**config.mk**
```make
export PLATFORM = sky130hd
export DESIGN_NAME = param_sync_fifo
export DESIGN_NICKNAME = d
export VERILOG_FILES = /design/src/rtl/fifo_pkg.sv /design/src/rtl/fifo_dp_mem.sv /design/src/rtl/param_sync_fifo.sv
export SDC_FILE = /design/constraint.sdc
export NUM_CORES = 1
export LEC_CHECK = 0
export BUFFER_PORTS_ARGS = -buffer_cell sky130_fd_sc_hd__buf_2
export CORE_ASPECT_RATIO = 1.25
export CORE_UTILIZATION = 55
export DETAILED_ROUTE_END_ITERATION = 10
export GPL_ROUTABILITY_DRIVEN = 0
export PLACE_DENSITY = 0.71
export SETUP_SLACK_MARGIN = 0.1
export SLEW_MARGIN = 10
export SYNTH_ARGS = -nofsm -noshare
export SYNTH_HDL_FRONTEND = slang
export SYNTH_HIERARCHICAL = 1
export SYNTH_SLANG_ARGS = --single-unit
```
**constraint.sdc**
```tcl
create_clock -name clk -period 5 [get_ports clk]
set_clock_uncertainty 0.2 [all_clocks]
set_input_delay 0 -clock clk [delete_from_list [all_inputs] [get_ports clk]]
set_output_delay 0 -clock clk [all_outputs]
set_load 0.1 [all_outputs]
```
**src/rtl/fifo_pkg.sv**
```systemverilog
// Shared definitions for the synchronous FIFO: read-mode constants
// and a constant-foldable ceil(log2) helper for pointer sizing.
package fifo_pkg;

    localparam int FIFO_STD  = 0;
    localparam int FIFO_FWFT = 1;

    function automatic int clog2(input int n);
        int r;
        r = 0;
        while ((1 << r) < n) r++;
        return r;
    endfunction

endpackage

```
**src/rtl/fifo_dp_mem.sv**
```systemverilog
// Storage array: one synchronous write port, one asynchronous read port.
// Contents are intentionally not reset.
module fifo_dp_mem #(
    parameter int WIDTH = 8,
    parameter int DEPTH = 16,
    parameter int AW    = 4
) (
    input  logic             clk_i,
    input  logic             we_i,
    input  logic [AW-1:0]    waddr_i,
    input  logic [WIDTH-1:0] wdata_i,
    input  logic [AW-1:0]    raddr_i,
    output logic [WIDTH-1:0] rdata_o
);

    logic [WIDTH-1:0] mem_q [DEPTH];

    always_ff @(posedge clk_i) begin
        if (we_i) mem_q[waddr_i] <= wdata_i;
    end

    assign rdata_o = mem_q[raddr_i];

endmodule

```
**src/rtl/param_sync_fifo.sv**
```systemverilog
// Parameterised single-clock FIFO with level, threshold flags, sticky
// error flags and a selectable registered or first-word-fall-through read.
module param_sync_fifo
    import fifo_pkg::*;
#(
    parameter int WIDTH     = 8,
    parameter int DEPTH     = 16,
    parameter int AF_THRESH = DEPTH - 2,
    parameter int AE_THRESH = 2,
    parameter int FWFT      = FIFO_STD,
    localparam int AW       = clog2(DEPTH)
) (
    input  logic             clk,
    input  logic             rst,
    input  logic             wr_en,
    input  logic [WIDTH-1:0] wr_data,
    input  logic             rd_en,
    output logic [WIDTH-1:0] rd_data,
    output logic             rd_valid,
    output logic             full,
    output logic             empty,
    output logic             almost_full,
    output logic             almost_empty,
    output logic [AW:0]      level,
    output logic             overflow,
    output logic             underflow,
    input  logic             clr_err
);

    localparam logic [AW-1:0] PTR_ONE = 1;
    localparam logic [AW:0]   LVL_ONE = 1;
    localparam logic [AW:0]   DEPTH_L = (AW + 1)'(DEPTH);
    localparam logic [AW:0]   AF_L    = (AW + 1)'(AF_THRESH);
    localparam logic [AW:0]   AE_L    = (AW + 1)'(AE_THRESH);

    if (DEPTH < 2 || (DEPTH & (DEPTH - 1)) != 0) begin : g_bad_depth
        $error("param_sync_fifo: DEPTH must be a power of two >= 2");
    end
    if (!(AE_THRESH < AF_THRESH && AF_THRESH <= DEPTH)) begin : g_bad_thresh
        $error("param_sync_fifo: need AE_THRESH < AF_THRESH <= DEPTH");
    end

    logic [AW-1:0]    wr_ptr_q, wr_ptr_d;
    logic [AW-1:0]    rd_ptr_q, rd_ptr_d;
    logic [AW:0]      level_q, level_d;
    logic             ovf_q, ovf_d;
    logic             unf_q, unf_d;
    logic             rd_acc, wr_acc;
    logic [WIDTH-1:0] head;

    assign empty        = (level_q == '0);
    assign full         = (level_q == DEPTH_L);
    assign almost_full  = (level_q >= AF_L);
    assign almost_empty = (level_q <= AE_L);
    assign level        = level_q;
    assign overflow     = ovf_q;
    assign underflow    = unf_q;

    // A pop frees a slot in the same cycle, so a full FIFO still accepts a write.
    always_comb begin
        rd_acc   = rd_en && !empty && !rst;
        wr_acc   = wr_en && (!full || rd_acc) && !rst;
        wr_ptr_d = wr_acc ? wr_ptr_q + PTR_ONE : wr_ptr_q;
        rd_ptr_d = rd_acc ? rd_ptr_q + PTR_ONE : rd_ptr_q;
        level_d  = level_q;
        case ({wr_acc, rd_acc})
            2'b10:   level_d = level_q + LVL_ONE;
            2'b01:   level_d = level_q - LVL_ONE;
            default: level_d = level_q;
        endcase
        ovf_d = (ovf_q && !clr_err) || (wr_en && !wr_acc);
        unf_d = (unf_q && !clr_err) || (rd_en && empty);
    end

    always_ff @(posedge clk) begin
        if (rst) begin
            wr_ptr_q <= '0;
            rd_ptr_q <= '0;
            level_q  <= '0;
            ovf_q    <= 1'b0;
            unf_q    <= 1'b0;
        end else begin
            wr_ptr_q <= wr_ptr_d;
            rd_ptr_q <= rd_ptr_d;
            level_q  <= level_d;
            ovf_q    <= ovf_d;
            unf_q    <= unf_d;
        end
    end

    fifo_dp_mem #(
        .WIDTH (WIDTH),
        .DEPTH (DEPTH),
        .AW    (AW)
    ) u_mem (
        .clk_i   (clk),
        .we_i    (wr_acc),
        .waddr_i (wr_ptr_q),
        .wdata_i (wr_data),
        .raddr_i (rd_ptr_q),
        .rdata_o (head)
    );

    if (FWFT == FIFO_FWFT) begin : g_fwft
        // Gate to zero when empty so a stale slot never leaks out.
        assign rd_data  = empty ? '0 : head;
        assign rd_valid = !empty;
    end else begin : g_std
        logic [WIDTH-1:0] rd_data_q;
        logic             rd_valid_q;

        always_ff @(posedge clk) begin
            if (rst) begin
                rd_data_q  <= '0;
                rd_valid_q <= 1'b0;
            end else begin
                rd_valid_q <= rd_acc;
                if (rd_acc) rd_data_q <= head;
            end
        end

        assign rd_data  = rd_data_q;
        assign rd_valid = rd_valid_q;
    end

endmodule
```
==> results.yml <==
timing:
  setup_violations: 0
  rsz0062_at_grt: "false"
  worst_slew_margin_rel_pct: 23.28
  fmax_mhz: 292.7
  finalHoldViolations: 0
  min_period_ps: 3417
  maxSlewViolCount: 0
  tightestPinTransition_ps: 1142
  layout_worst_path_cycle_share_pct: 68.34
  hold_ws_ps: 291.3
  fin_setup_tns_ps: 0
drt:
  finalWirelength_um: 11960
  ant_nets: 0
  count_of_unresolved_drc_violations_after_routing: 0
  drt-wirelength-per-cell_um: 22.14
  routed-via-count: 3287
  drt_iter0_drc: 252
  drtPass1Iterations: 4
  vias_per_cell: 6.087
logic_synthesis:
  synth_top_area_share_pct: 62.78
  ys_seq_elements: 152
  synth_sequential_area_ratio_pct: 70.63
  post_synth_instance_area_um2: 6122
  synth-edff-count: 128
  synth_top_cells_by_area: "sky130_fd_sc_hd__edfxtp_1 63%, sky130_fd_sc_hd__dfxtp_1 7.8%, sky130_fd_sc_hd__mux4_2 6.6%, sky130_fd_sc_hd__mux4_1 6.0%, sky130_fd_sc_hd__nor2_1 2.4%"
  postSynth.topFlopCell: "sky130_fd_sc_hd__edfxtp_1"
  synthCells: 338
  synthArstFlopShare_pct: 0
  synthesis.area_per_instance_um2: 18.11
  mappedNetlistNets: 358
  synth.largest_area_cell: "sky130_fd_sc_hd__edfxtp_1"
  synth.lib_cells_used.distinct: 42
  synth.yosys.warnings: 6
global_routing:
  grt_max_degree: 36
  vias_in_the_first_global_route: 3309
  grt.total_usage_pct: 23.10
  global_route.overflow_total: 0
  grt_antenna_before_repair: 0
  grt_first_pass_wirelength_um: 18460
floorplan:
  die_width_um: 96.37
  initial_core_util_pct: 57.11
  placeableCoreArea_um2: 10720
  std_cell_rows: 42
  design.die.area_um2: 11560
  floorplan.die.height_um: 120.0
  top_level_ports: 33
placement:
  hpwl_um: 7390
  io_buffer_count: 32
pwr:
  powerDensity_nw_per_um2: 432.3
  vdd_drop_max_mv: 0.2182
  p_leak_uw: 0.002506
cells_and_area:
  numnets_final: 415
  n_antenna_cell: 0
  area_growth_syn_to_layout_pct: 16.08
  fillerInstances: 728
  final_layout_size_suffix_gt1_share_pct: 23.04
clock_tree:
  tritoncts: "yes"
  clk-insertion-delay-late_ps: 410
  tritoncts_num_sinks: 152
  cts.path.max_buffers: 2
  cts.clk_slew.worst_paths_ps: 60
  h_tree_levels: 4
  numCtsBuffers: 17
  clock_tree.root_cell: "sky130_fd_sc_hd__clkbuf_16"
  postCtsSetupRepairBufs: 0
run_status:
  outcome: "complete, no violations"
setup_path:
  cp-end-kind: "register"
  critical_path_peak_fanout: 12
  crit_path_start_kind: "register"
  required_time_reported_for_the_critical_path_endpoint_ps: 5140
  criticalPathCategory: "register to register"
  critPathArrivalTime_ps: 3550
flow_run:
  max_cap_violations: 0
hold_path:
  min_path_type: "register to register"
-- worst paths after layout --
path / startpoint / endpoint / slack (ps) / cells after the start
worst max-delay path: level[0]$_SDFFE_PP0P_ / level[4]$_SDFFE_PP0P_ / 1580 / 9
worst max register to register: level[0]$_SDFFE_PP0P_ / level[4]$_SDFFE_PP0P_ / 1580 / 9
worst min-delay path: rd_data[0]$_SDFFE_PP0P_ / rd_data[0]$_SDFFE_PP0P_ / 290 / 2
worst min register to register: rd_data[0]$_SDFFE_PP0P_ / rd_data[0]$_SDFFE_PP0P_ / 290 / 2
-- what timing repair did --
item | in CTS | in global routing
gates resized for setup | 0 | 0
hold endpoints to repair | 152 | 0
hold buffers | 17 | 0
setup endpoints to repair | 0 | 0
-- per-stage QoR --
| step | area [um^2] | utilization [%] | instances | total power, uW | setup WS [ps] |
|---|---|---|---|---|---|
| 2_1_floorplan | 6123 | - | 338 | 1794 | 591.0 |
| 3_3_place_gp | 6360 | 59.33 | 491 | 1850 | 1736 |
| 3_5_place_dp | 6360 | 59.33 | 491 | 1856 | 1581 |
| 4_1_cts | 7107 | 66.29 | 540 | 3095 | 1566 |
| 5_1_grt | 7107 | 66.29 | 540 | 3164 | 1383 |
| 6_report | 7107 | 66.29 | 540 | 3072 | 1583 |
-- synthesized netlist by cell type (2+ instances only) --
| master | count |
|---|---|
| sky130_fd_sc_hd__nand3b_1 | 2 |
| sky130_fd_sc_hd__nand2b_1 | 2 |
| sky130_fd_sc_hd__mux4_1 | 14 |
| sky130_fd_sc_hd__a21oi_1 | 6 |
| sky130_fd_sc_hd__buf_6 | 4 |
| sky130_fd_sc_hd__nor3_1 | 5 |
| sky130_fd_sc_hd__dfxtp_1 | 24 |
| sky130_fd_sc_hd__nand2_1 | 11 |
| sky130_fd_sc_hd__mux2i_1 | 11 |
| sky130_fd_sc_hd__or4_1 | 2 |
| sky130_fd_sc_hd__buf_2 | 3 |
| sky130_fd_sc_hd__clkbuf_1 | 3 |
| sky130_fd_sc_hd__o211ai_1 | 3 |
| sky130_fd_sc_hd__clkdlybuf4s25_2 | 3 |
| sky130_fd_sc_hd__inv_1 | 4 |
| sky130_fd_sc_hd__mux4_2 | 18 |
| sky130_fd_sc_hd__edfxtp_1 | 128 |
| sky130_fd_sc_hd__nor2_1 | 39 |
| sky130_fd_sc_hd__xor2_1 | 6 |
| sky130_fd_sc_hd__ha_1 | 6 |
| sky130_fd_sc_hd__and3_1 | 2 |
| sky130_fd_sc_hd__a22oi_1 | 18 |
| sky130_fd_sc_hd__nand3_1 | 5 |
-- flip-flops by register name, summed over array words and instances, names as in the netlist --
| register | flops |
|---|---|
| u_mem/mem_q | 128 |
| overflow | 1 |
| underflow | 1 |
| wr_ptr_q | 4 |
| rd_data | 8 |
| level | 5 |
| rd_ptr_q | 4 |
| rd_valid | 1 |
-- area by class of cell --
| type | count | area [um^2] | area share [%] |
|---|---|---|---|
| inverters | 4 | 15.01 | 0.2113 |
| clock inverters | 13 | 112.6 | 1.585 |
| clock buffers | 19 | 464.2 | 6.532 |
| multi-input cells | 166 | 1657 | 23.31 |
| repair buffers | 54 | 367.9 | 5.176 |
| well taps | 132 | 165.2 | 2.324 |
| flip-flops and latches | 152 | 4325 | 60.86 |
-- per-layer routing --
metal,up-vias,global-route usage (%),routed length (um)
met5,-,0,0
met4,0,10.57,369
met3,29,4.943,534
met2,99,38.08,6230
met1,1688,29.06,4821
li1,1471,-,-
-- critical path: stages, from the launching register on --
cell and delay (ps):
sky130_fd_sc_hd__dfxtp_1 370, sky130_fd_sc_hd__or4_4 640, sky130_fd_sc_hd__o21ai_4 470, sky130_fd_sc_hd__nor2_1 90, sky130_fd_sc_hd__ha_1 300, sky130_fd_sc_hd__fa_1 430, sky130_fd_sc_hd__nand3_1 120, sky130_fd_sc_hd__a21oi_1 80
sky130_fd_sc_hd__or4_1 460, sky130_fd_sc_hd__a21oi_1 160
-- placed cells by master, fill, tap and decap left out, types with 3 or more instances in the layout --
cell,count
sky130_fd_sc_hd__a22oi_1,18
sky130_fd_sc_hd__edfxtp_1,128
sky130_fd_sc_hd__o211ai_1,3
sky130_fd_sc_hd__clkinv_2,3
sky130_fd_sc_hd__nor3_1,5
sky130_fd_sc_hd__a21oi_1,6
sky130_fd_sc_hd__ha_1,6
sky130_fd_sc_hd__mux2i_1,11
sky130_fd_sc_hd__buf_2,32
sky130_fd_sc_hd__mux4_2,18
sky130_fd_sc_hd__inv_4,4
sky130_fd_sc_hd__dfxtp_1,23
sky130_fd_sc_hd__buf_4,5
sky130_fd_sc_hd__dlygate4sd3_1,17
sky130_fd_sc_hd__nor2_1,39
sky130_fd_sc_hd__nand2_1,11
sky130_fd_sc_hd__nand3_1,5
sky130_fd_sc_hd__mux4_1,14
sky130_fd_sc_hd__xor2_1,6
sky130_fd_sc_hd__inv_1,4
sky130_fd_sc_hd__clkbuf_16,18
-- cell families after synthesis --
family          Yosys count  share of synthesized area, %
simple gates             75                         5.641
xor+xnor                  7                         1.001
mux                      43                         14.43
buf+inv                  20                         2.330
fa+ha+maj                 7                         1.553
compound gates           34                         4.415
flops                   152                         70.63
-- report_power, final --
part           total (uW)  internal (uW)  switching, uW
Clock                1230            730            502
Sequential           1440           1400           41.9
Combinational         400            142            258
No activity file was read; power rests on OpenSTA's default activity.
